$ cat src/rtl/alu_wb_buffer_pkg.sv
// rtl/alu_wb_buffer_pkg.sv - shared widths and entry type for the ALU writeback result buffer
package alu_wb_buffer_pkg;

    localparam int unsigned XLEN          = 64;
    localparam int unsigned TRANS_ID_BITS = 4;

    typedef logic [XLEN-1:0] xlen_t;

    typedef struct packed {
        logic [TRANS_ID_BITS-1:0] trans_id;
        xlen_t                    result;
    } alu_wb_entry_t;

endpackage

$ cat src/rtl/alu_wb_buffer_if.sv
// rtl/alu_wb_buffer_if.sv - ALU-side and writeback-side handshake bundle for alu_wb_buffer
interface alu_wb_buffer_if;
    import alu_wb_buffer_pkg::*;

    logic                     alu_valid_i;
    logic                     alu_ready_o;
    logic [TRANS_ID_BITS-1:0] alu_trans_id_i;
    xlen_t                    alu_result_i;
    logic                     wb_valid_o;
    logic                     wb_ready_i;
    logic [TRANS_ID_BITS-1:0] wb_trans_id_o;
    xlen_t                    wb_result_o;

    // Environment side: drives ALU results in and writeback ready.
    modport master (
        output alu_valid_i, alu_trans_id_i, alu_result_i, wb_ready_i,
        input  alu_ready_o, wb_valid_o, wb_trans_id_o, wb_result_o
    );

    modport slave (
        input  alu_valid_i, alu_trans_id_i, alu_result_i, wb_ready_i,
        output alu_ready_o, wb_valid_o, wb_trans_id_o, wb_result_o
    );

endinterface

$ cat src/rtl/alu_wb_buffer.sv
// rtl/alu_wb_buffer.sv - FIFO of ALU results presented to the writeback port via valid/ready
module alu_wb_buffer
    import alu_wb_buffer_pkg::*;
#(
    parameter int unsigned DEPTH = 2
) (
    input  logic                     clk_i,
    input  logic                     rst_ni,
    input  logic                     flush_i,
    alu_wb_buffer_if.slave           bus,
    output logic [$clog2(DEPTH):0]   usage_o
);

    localparam int unsigned PTR_W = $clog2(DEPTH);
    localparam int unsigned CNT_W = PTR_W + 1;
    localparam logic [CNT_W-1:0] FULL = CNT_W'(DEPTH);

    alu_wb_entry_t    mem_q [DEPTH];
    alu_wb_entry_t    mem_d [DEPTH];
    logic [PTR_W-1:0] rd_ptr_q, rd_ptr_d;
    logic [PTR_W-1:0] wr_ptr_q, wr_ptr_d;
    logic [CNT_W-1:0] count_q, count_d;
    logic             push;
    logic             pop;

    // Ready looks only at count_q, so a pop never reopens the slot in the same cycle.
    assign bus.alu_ready_o   = (count_q < FULL);
    assign bus.wb_valid_o    = (count_q != '0);
    assign bus.wb_trans_id_o = mem_q[rd_ptr_q].trans_id;
    assign bus.wb_result_o   = mem_q[rd_ptr_q].result;
    assign usage_o           = count_q;

    assign push = bus.alu_valid_i & bus.alu_ready_o & ~flush_i;
    assign pop  = bus.wb_valid_o  & bus.wb_ready_i  & ~flush_i;

    always_comb begin
        mem_d    = mem_q;
        rd_ptr_d = rd_ptr_q;
        wr_ptr_d = wr_ptr_q;
        count_d  = count_q;
        if (flush_i) begin
            rd_ptr_d = '0;
            wr_ptr_d = '0;
            count_d  = '0;
        end else begin
            if (push) begin
                mem_d[wr_ptr_q] = '{trans_id: bus.alu_trans_id_i, result: bus.alu_result_i};
                wr_ptr_d        = wr_ptr_q + 1'b1;
            end
            if (pop) begin
                rd_ptr_d = rd_ptr_q + 1'b1;
            end
            case ({push, pop})
                2'b10:   count_d = count_q + 1'b1;
                2'b01:   count_d = count_q - 1'b1;
                default: count_d = count_q;
            endcase
        end
    end

    always_ff @(posedge clk_i or negedge rst_ni) begin
        if (!rst_ni) begin
            for (int i = 0; i < DEPTH; i++) begin
                mem_q[i] <= '0;
            end
            rd_ptr_q <= '0;
            wr_ptr_q <= '0;
            count_q  <= '0;
        end else begin
            mem_q    <= mem_d;
            rd_ptr_q <= rd_ptr_d;
            wr_ptr_q <= wr_ptr_d;
            count_q  <= count_d;
        end
    end

    a_no_push_when_full: assert property (@(posedge clk_i) disable iff (!rst_ni)
        (count_q == FULL) |-> !push);

    a_head_stable_on_stall: assert property (@(posedge clk_i) disable iff (!rst_ni)
        (bus.wb_valid_o && !bus.wb_ready_i && !flush_i)
        |=> ($stable(bus.wb_trans_id_o) && $stable(bus.wb_result_o)));

    a_usage_bounded: assert property (@(posedge clk_i) disable iff (!rst_ni)
        usage_o <= FULL);

endmodule

$ cat src/flat_wrapper.sv
// flat-port wrapper written by rule: the top's interface ports become plain ports
module alu_wb_buffer_flat import alu_wb_buffer_pkg::*;
#(
    parameter int unsigned DEPTH = 2
)
  (clk_i, rst_ni, flush_i, usage_o, bus_alu_valid_i, bus_alu_trans_id_i, bus_alu_result_i, bus_wb_ready_i, bus_alu_ready_o, bus_wb_valid_o, bus_wb_trans_id_o, bus_wb_result_o);
  alu_wb_buffer_if bus_i ();
  input  logic clk_i;
  input  logic rst_ni;
  input  logic flush_i;
  output logic [$clog2(DEPTH):0] usage_o;
  input wire logic [$bits(bus_i.alu_valid_i)-1:0] bus_alu_valid_i;
  input wire logic [$bits(bus_i.alu_trans_id_i)-1:0] bus_alu_trans_id_i;
  input wire logic [$bits(bus_i.alu_result_i)-1:0] bus_alu_result_i;
  input wire logic [$bits(bus_i.wb_ready_i)-1:0] bus_wb_ready_i;
  output wire logic [$bits(bus_i.alu_ready_o)-1:0] bus_alu_ready_o;
  output wire logic [$bits(bus_i.wb_valid_o)-1:0] bus_wb_valid_o;
  output wire logic [$bits(bus_i.wb_trans_id_o)-1:0] bus_wb_trans_id_o;
  output wire logic [$bits(bus_i.wb_result_o)-1:0] bus_wb_result_o;
  assign bus_i.alu_valid_i = bus_alu_valid_i;
  assign bus_i.alu_trans_id_i = bus_alu_trans_id_i;
  assign bus_i.alu_result_i = bus_alu_result_i;
  assign bus_i.wb_ready_i = bus_wb_ready_i;
  assign bus_alu_ready_o = bus_i.alu_ready_o;
  assign bus_wb_valid_o = bus_i.wb_valid_o;
  assign bus_wb_trans_id_o = bus_i.wb_trans_id_o;
  assign bus_wb_result_o = bus_i.wb_result_o;
  alu_wb_buffer #(.DEPTH(DEPTH)) u_core (.clk_i(clk_i), .rst_ni(rst_ni), .flush_i(flush_i), .bus(bus_i), .usage_o(usage_o));
endmodule
$ cat config.mk
export PLATFORM = sky130hd
export DESIGN_NAME = alu_wb_buffer_flat
export DESIGN_NICKNAME = d
export VERILOG_FILES = /design/src/rtl/alu_wb_buffer_pkg.sv /design/src/rtl/alu_wb_buffer_if.sv /design/src/rtl/alu_wb_buffer.sv /design/src/flat_wrapper.sv
export SDC_FILE = /design/constraint.sdc
export NUM_CORES = 1
export LEC_CHECK = 0
export BUFFER_PORTS_ARGS = -buffer_cell sky130_fd_sc_hd__buf_4
export CORE_ASPECT_RATIO = 0.6
export CORE_MARGIN = 3
export CORE_UTILIZATION = 45
export CTS_BUF_LIST = sky130_fd_sc_hd__clkbuf_2 sky130_fd_sc_hd__clkbuf_4 sky130_fd_sc_hd__clkbuf_8
export CTS_CLUSTER_DIAMETER = 40
export CTS_CLUSTER_SIZE = 30
export DETAILED_ROUTE_END_ITERATION = 12
export PLACE_DENSITY_LB_ADDON = 0.25
export SKIP_LAST_GASP = 1
export SLEW_MARGIN = 0
export SYNTH_ARGS = -nofsm -noshare
export SYNTH_HDL_FRONTEND = slang
export SYNTH_SLANG_ARGS = --single-unit
$ cat constraint.sdc
create_clock -name clk_i -period 4.5 [get_ports clk_i]
set_input_delay 0 -clock clk_i [delete_from_list [all_inputs] [get_ports clk_i]]
set_output_delay 0 -clock clk_i [all_outputs]
set_load 0.01 [all_outputs]
# [After elaboration in Yosys (flattened, before gate mapping)]
# Index checks and enable logic that the tools add are counted.
[classes] add_sub_neg=4 bitwise_logic=7 n_mux=12 reduce_logical=6 magnitude_cmp=4 n_eq_ne=2
[op_table] operator="68-bit two-way mux" n=4
[op_table] operator="136-bit bitwise mux" n=1
[op_table] operator="68-bit demux with 1-bit select" n=1
[op_table] operator="2-bit nonzero test" n=3
[op_table] operator="1-bit bitwise AND" n=4
[op_table] operator="2-bit greater-or-equal comparator (second input constant)" n=2
[op_table] operator="1-bit two-way mux" n=4
[op_table] operator="1-bit NOT with 2-bit output" n=2
[op_table] operator="2-bit case mux with 2 select lines" n=1
[op_table] operator="3-bit nonzero test" n=1
[op_table] operator="1-bit adder (second input constant)" n=2
[op_table] operator="2-bit by 1-bit adder with 2-bit output (second input constant)" n=1
[op_table] operator="2-bit by 1-bit == test with 1-bit output (second input constant)" n=1
[op_table] operator="2-bit == test (second input constant)" n=1
[op_table] operator="2-bit by 1-bit < comparator with 1-bit output (second input constant)" n=1
[op_table] operator="2-bit < comparator (second input constant)" n=1
[op_table] operator="2-bit two-way mux" n=1
[op_table] operator="2-bit AND reduction" n=1
[op_table] operator="2-bit by 1-bit subtractor with 2-bit output (second input constant)" n=1
[op_table] operator="1-bit logical AND" n=1
[op_table] operator="1-bit NOT" n=1
[word_totals] inputBits=73 output_inout_bits=72 elab_cells=42 regBits=140

# [Depth between registers and ports, before layout]
[depth] word_depth=6 ltp_mapped=5

# [Worst setup path after synthesis]
# Ideal clock, no wire load.
[synth_path] path_kind="reg-to-reg" startpoint="reg u_core.count_q[1] (netlist: u_core.usage_o[1])" endpoint="reg u_core.mem_q[0] in the netlist's numbering" setup_slack_ps=2857 period_less_slack_ps=1643 t_required_ps=4373 arrival_time_ps=1516 stages_incl_launch_ff=6 path_cell_list="dfrtp_1 -> nand2b_4 -> nor3b_4 -> buf_6 -> buf_6 -> mux2_1"
[synth_between] elab_chain_len=4
[synth_lines] element="from (decl)" line_no="alu_wb_buffer.sv:22" text="logic [CNT_W-1:0] count_q, count_d;"
[synth_lines] element="from (signal assigned)" line_no="alu_wb_buffer.sv:73" text="count_q <= count_d;"
[synth_lines] element="2-bit < comparator" line_no="alu_wb_buffer.sv:27" text="assign bus.alu_ready_o = (count_q < FULL);"
[synth_lines] element="1-bit bitwise AND (2 in series)" line_no="alu_wb_buffer.sv:33" text="assign push = bus.alu_valid_i & bus.alu_ready_o & ~flush_i;"
[synth_lines] element="2-bit AND reduction (no line)"
[synth_lines] element="to (signal assigned)" line_no="alu_wb_buffer.sv:70" text="mem_q <= mem_d;"
[synth_lines] element="to (decl)" line_no="alu_wb_buffer.sv:18" text="alu_wb_entry_t mem_q [DEPTH];"
# Every way passes these cells.
# A chain may end at the register's enable or synchronous reset.

# [Worst setup path in the final report]
[layout_path] startpoint="reg u_core.rd_ptr_q" endpoint="out bus_wb_result_o[1]"
[layout_between] elab_chain_len=4
[layout_lines] element="from (decl)" line_no="alu_wb_buffer.sv:20" text="logic [PTR_W-1:0] rd_ptr_q, rd_ptr_d;"
[layout_lines] element="from (signal assigned)" line_no="alu_wb_buffer.sv:71" text="rd_ptr_q <= rd_ptr_d;"
[layout_lines] element="1-bit NOT with 2-bit output (implied by the code)" line_no="alu_wb_buffer.sv:30" text="assign bus.wb_result_o = mem_q[rd_ptr_q].result;"
[layout_lines] element="68-bit two-way mux"
[layout_lines] element="68-bit two-way mux (implied by the code) (2 in series)" line_no="alu_wb_buffer.sv:30"
[layout_lines] element="to (decl)" line_no="flat_wrapper.sv:19" text="output wire logic [$bits(bus_i.wb_result_o)-1:0] bus_wb_result_o;"
# Every way passes these cells. The select of a mux whose other input is x is not followed.

==> summary.md <==
| Metric | Value |
|---|---|
| Reg-to-Reg Start | `u_core.usage_o[1]` |
| Core box area | `13000 um2` |
| CTS H-tree depth | `4` |
| WL final | `between 10000 and 15000 um` |
| Net count reported at finish | `slightly below 700` |
| Period utilization | `between 50% and 60%` |
| Post-Place Setup Slack | `~2300 ps` |
| DIE HEIGHT | `slightly below 100 um` |
| Maxcap violations | `0` |
| Area growth syn-to-layout | `38.5%` |
| Reg2reg end | `u_core.mem_q[30]` |
| Share of layout cells above drive strength 1 | `approximately 60%` |
| Worst slew pin tran | `approximately 950 ps` |
| Max Buffers Root-to-Sink | `2` |
| Largest net degree at the start of global routing | `99` |
| Post-CTS setup buffer count | `0` |
| Most frequent cell on the critical path | `buf_4` |
| WL/cell | `roughly 17 um` |
| Sequential element share of the synthesized area | `57.6%` |
| Synth warn | `0` |
| Ranking of synthesized cells by area | `dfrtp_1 (58%), mux2_2 (34%), mux2_1 (3.7%)` |
| Crit. End Element | `output port` |
| Initial antenna violation count | `0` |
| Mapped Avg Cell Area | `around 16 um2` |
| Worst Hold Class | `in2async` |
| Vias in the first global route | `~4400` |
| Dpl hpwl | `8270 um` |
| Yosys top cell by area | `dfrtp_1` |
| Initial core utilization | `between 40% and 50%` |
| Number of fillers in the final layout | `between 900 and 1000` |
| Crit-path max FO | `36` |
| Clock sinks | `140` |
| Die X | `about 160 um` |
| Port bufs | `roughly 140` |
| Slew margin rel. | `36.9%` |
| Die outline area | `~15000 um2` |
| PD cells | `465 nW/um2` |
| Synthesized area | `roughly 6000 um2` |
| Final Hold Fails | `0` |
| Slowest stage delay, CP | `920 ps` |
| Asr flop ratio synth | `100%` |
| Synth Instances | `384` |
| Synth top area share | `about 58%` |
| Core Rows | `32` |
| Clock slew at reported path FFs | `about 90 ps` |
| Reg2Reg Setup Slack | `2350 ps` |
| DRC viols | `0` |
| Arr. time, crit path | `2470 ps` |
| First DRT Iteration DRCs | `approximately 140` |
| Synthesis-stage register bit count | `140` |
| Status | `complete, no violations` |
| CTS tree | `yes` |
| Worst clock skew | `roughly 18 ps` |
| Final ANT Viol Nets | `0` |
| Clock insertion delay at the later pin of the skew report | `between 400 and 500 ps` |
| Register Area | `between 3000 and 4000 um2` |
| Slew Viols, Final | `0` |
| Minimum clock period | `approximately 2500 ps` |
| GRT overflow | `0` |
| IO Pins | `145` |
| Syn_nets | `between 400 and 500` |
| GPL Wtd Cong | `0.740` |
| Leak | `roughly 3.7 nW` |
| Total CTS buffers | `17` |
| CTS root buffer | `clkbuf_8` |
| CTS resizes | `0` |
| Synth Flop Type | `dfrtp_1` |
| Crit path launch type | `register` |
| EDFF count, synth | `0` |
| RSZ-0062 raised after global routing | `false` |
| Ant diodes | `0` |
| Vias | `3883` |
| Setup violations, final | `0` |
| Multi-input logic area | `about 2400 um2` |
| Cell with the most instances after synthesis | `mux2_2` |
| Fmax | `around 0.40 GHz` |
| Crit Path Class | `reg2out` |
| Count of different cell masters after synthesis | `20` |
| Pre-antenna DRT Iters | `4` |
| First-pass GRT wire length | `~22000 um` |
| Worst VDD drop | `between 0.2 and 0.25 mV` |
| Setup TNS | `0 ps` |
| Post-Route Utilization | `approximately two thirds` |
| All-Layer GR Usage | `18.6%` |
| Critical Path RT | `about 4500 ps` |
| Worst setup margin | `2030 ps` |
| R2R cell count | `4` |
| Synth top cells by count | `mux2_2 (185), dfrtp_1 (140), mux2_1 (20)` |
| Max stage delay cell, worst path | `dfrtp_2` |
| Crit-path cells | `buf_4 > mux2_2 > buf_4` |
| Via-to-Cell Ratio | `approximately 5` |
## worst max-delay path: cells and delay by family (launching register included)
kind     cells  cell delay (ps)
flops        1              920
buf+inv      2              710
mux          1              420
## per-layer routing
metal	routed length (um)	GRT usage, %	vias up
met2	6320	31.2	102
met4	93	5.07	0
met3	745	5.53	9
li1	-	-	1816
met1	6100	24.0	1956
met5	0	0	-
## timing repair
item,4_1_cts,5_1_grt
endpoints found under the setup margin,0,0
hold buffers,73,0
endpoints found under the hold margin,237,0
## stage by stage
| step | std cells | total power, mW | instance area (um2) | hold WS (ps) |
|---|---|---|---|---|
| after global placement | 681 | 2.78 | 7270 | 137 |
| after detailed placement | 681 | 2.83 | 7270 | 146 |
| after CTS | 786 | 3.95 | 8420 | 247 |
| after floorplan | 384 | 2.37 | 6080 | -296 |
| after global routing | 786 | 4.15 | 8420 | 287 |
| final | 786 | 3.91 | 8420 | 225 |
## area by class of cell
type / instances / area share, %
clock buffers: 18 / 2.94
clock inverters: 14 / 1.98
inverters: 1 / 0.0446
multi-input cells: 221 / 28.9
flip-flops and latches: 140 / 41.6
well taps: 170 / 2.53
repair buffers: 222 / 22.0
## cells in the final DEF (no fill, tap or decap), drive strengths merged, types with 2 or more instances in the layout
| cell type | count |
|---|---|
| nor2b | 2 |
| clkinvlp | 4 |
| xor2 | 2 |
| dlygate4sd3 | 73 |
| nor2 | 2 |
| a21oi | 2 |
| o21ai | 2 |
| nand2b | 2 |
| clkinv | 4 |
| buf | 149 |
| clkbuf | 18 |
| dfrtp | 140 |
| bufinv | 3 |
| mux2 | 205 |
| inv | 4 |
## sequential cells by signal, indices dropped and copies added, names as in the netlist
signal           count
u_core.rd_ptr_q      1
u_core.wr_ptr_q      1
u_core.mem_q       136
u_core.usage_o       2
## report_power, final
part	internal, mW	leakage (nW)	switching [mW]	total (mW)
Clock	0.564	0.202	0.494	1.06
Combinational	0.679	1.85	0.397	1.08
Sequential	1.60	1.67	0.175	1.78
Total	2.85	3.72	1.07	3.91
## worst max path at each step
stage	from	endpoint	depth (start not counted)
final	u_core.rd_ptr_q	bus_wb_result_o[1]	3
after global routing	u_core.rd_ptr_q	bus_wb_result_o[1]	3
after detailed placement	u_core.usage_o[1]	u_core.mem_q[30]	4
after CTS	u_core.rd_ptr_q	bus_wb_result_o[1]	3
after global placement	u_core.usage_o[1]	u_core.mem_q[28]	4
after floorplan	u_core.usage_o[1]	u_core.mem_q[0]	5
## cells by family after synthesis
logic type / share of synthesized area, %
AOI/OAI and AO/OA: 0.329
xor gates and xnor gates: 0.288
buffers and inverters: 2.37
DFF: 57.6
muxes: 38.0
and+or+nand+nor: 1.40
(Power assumes the default switching activity.)
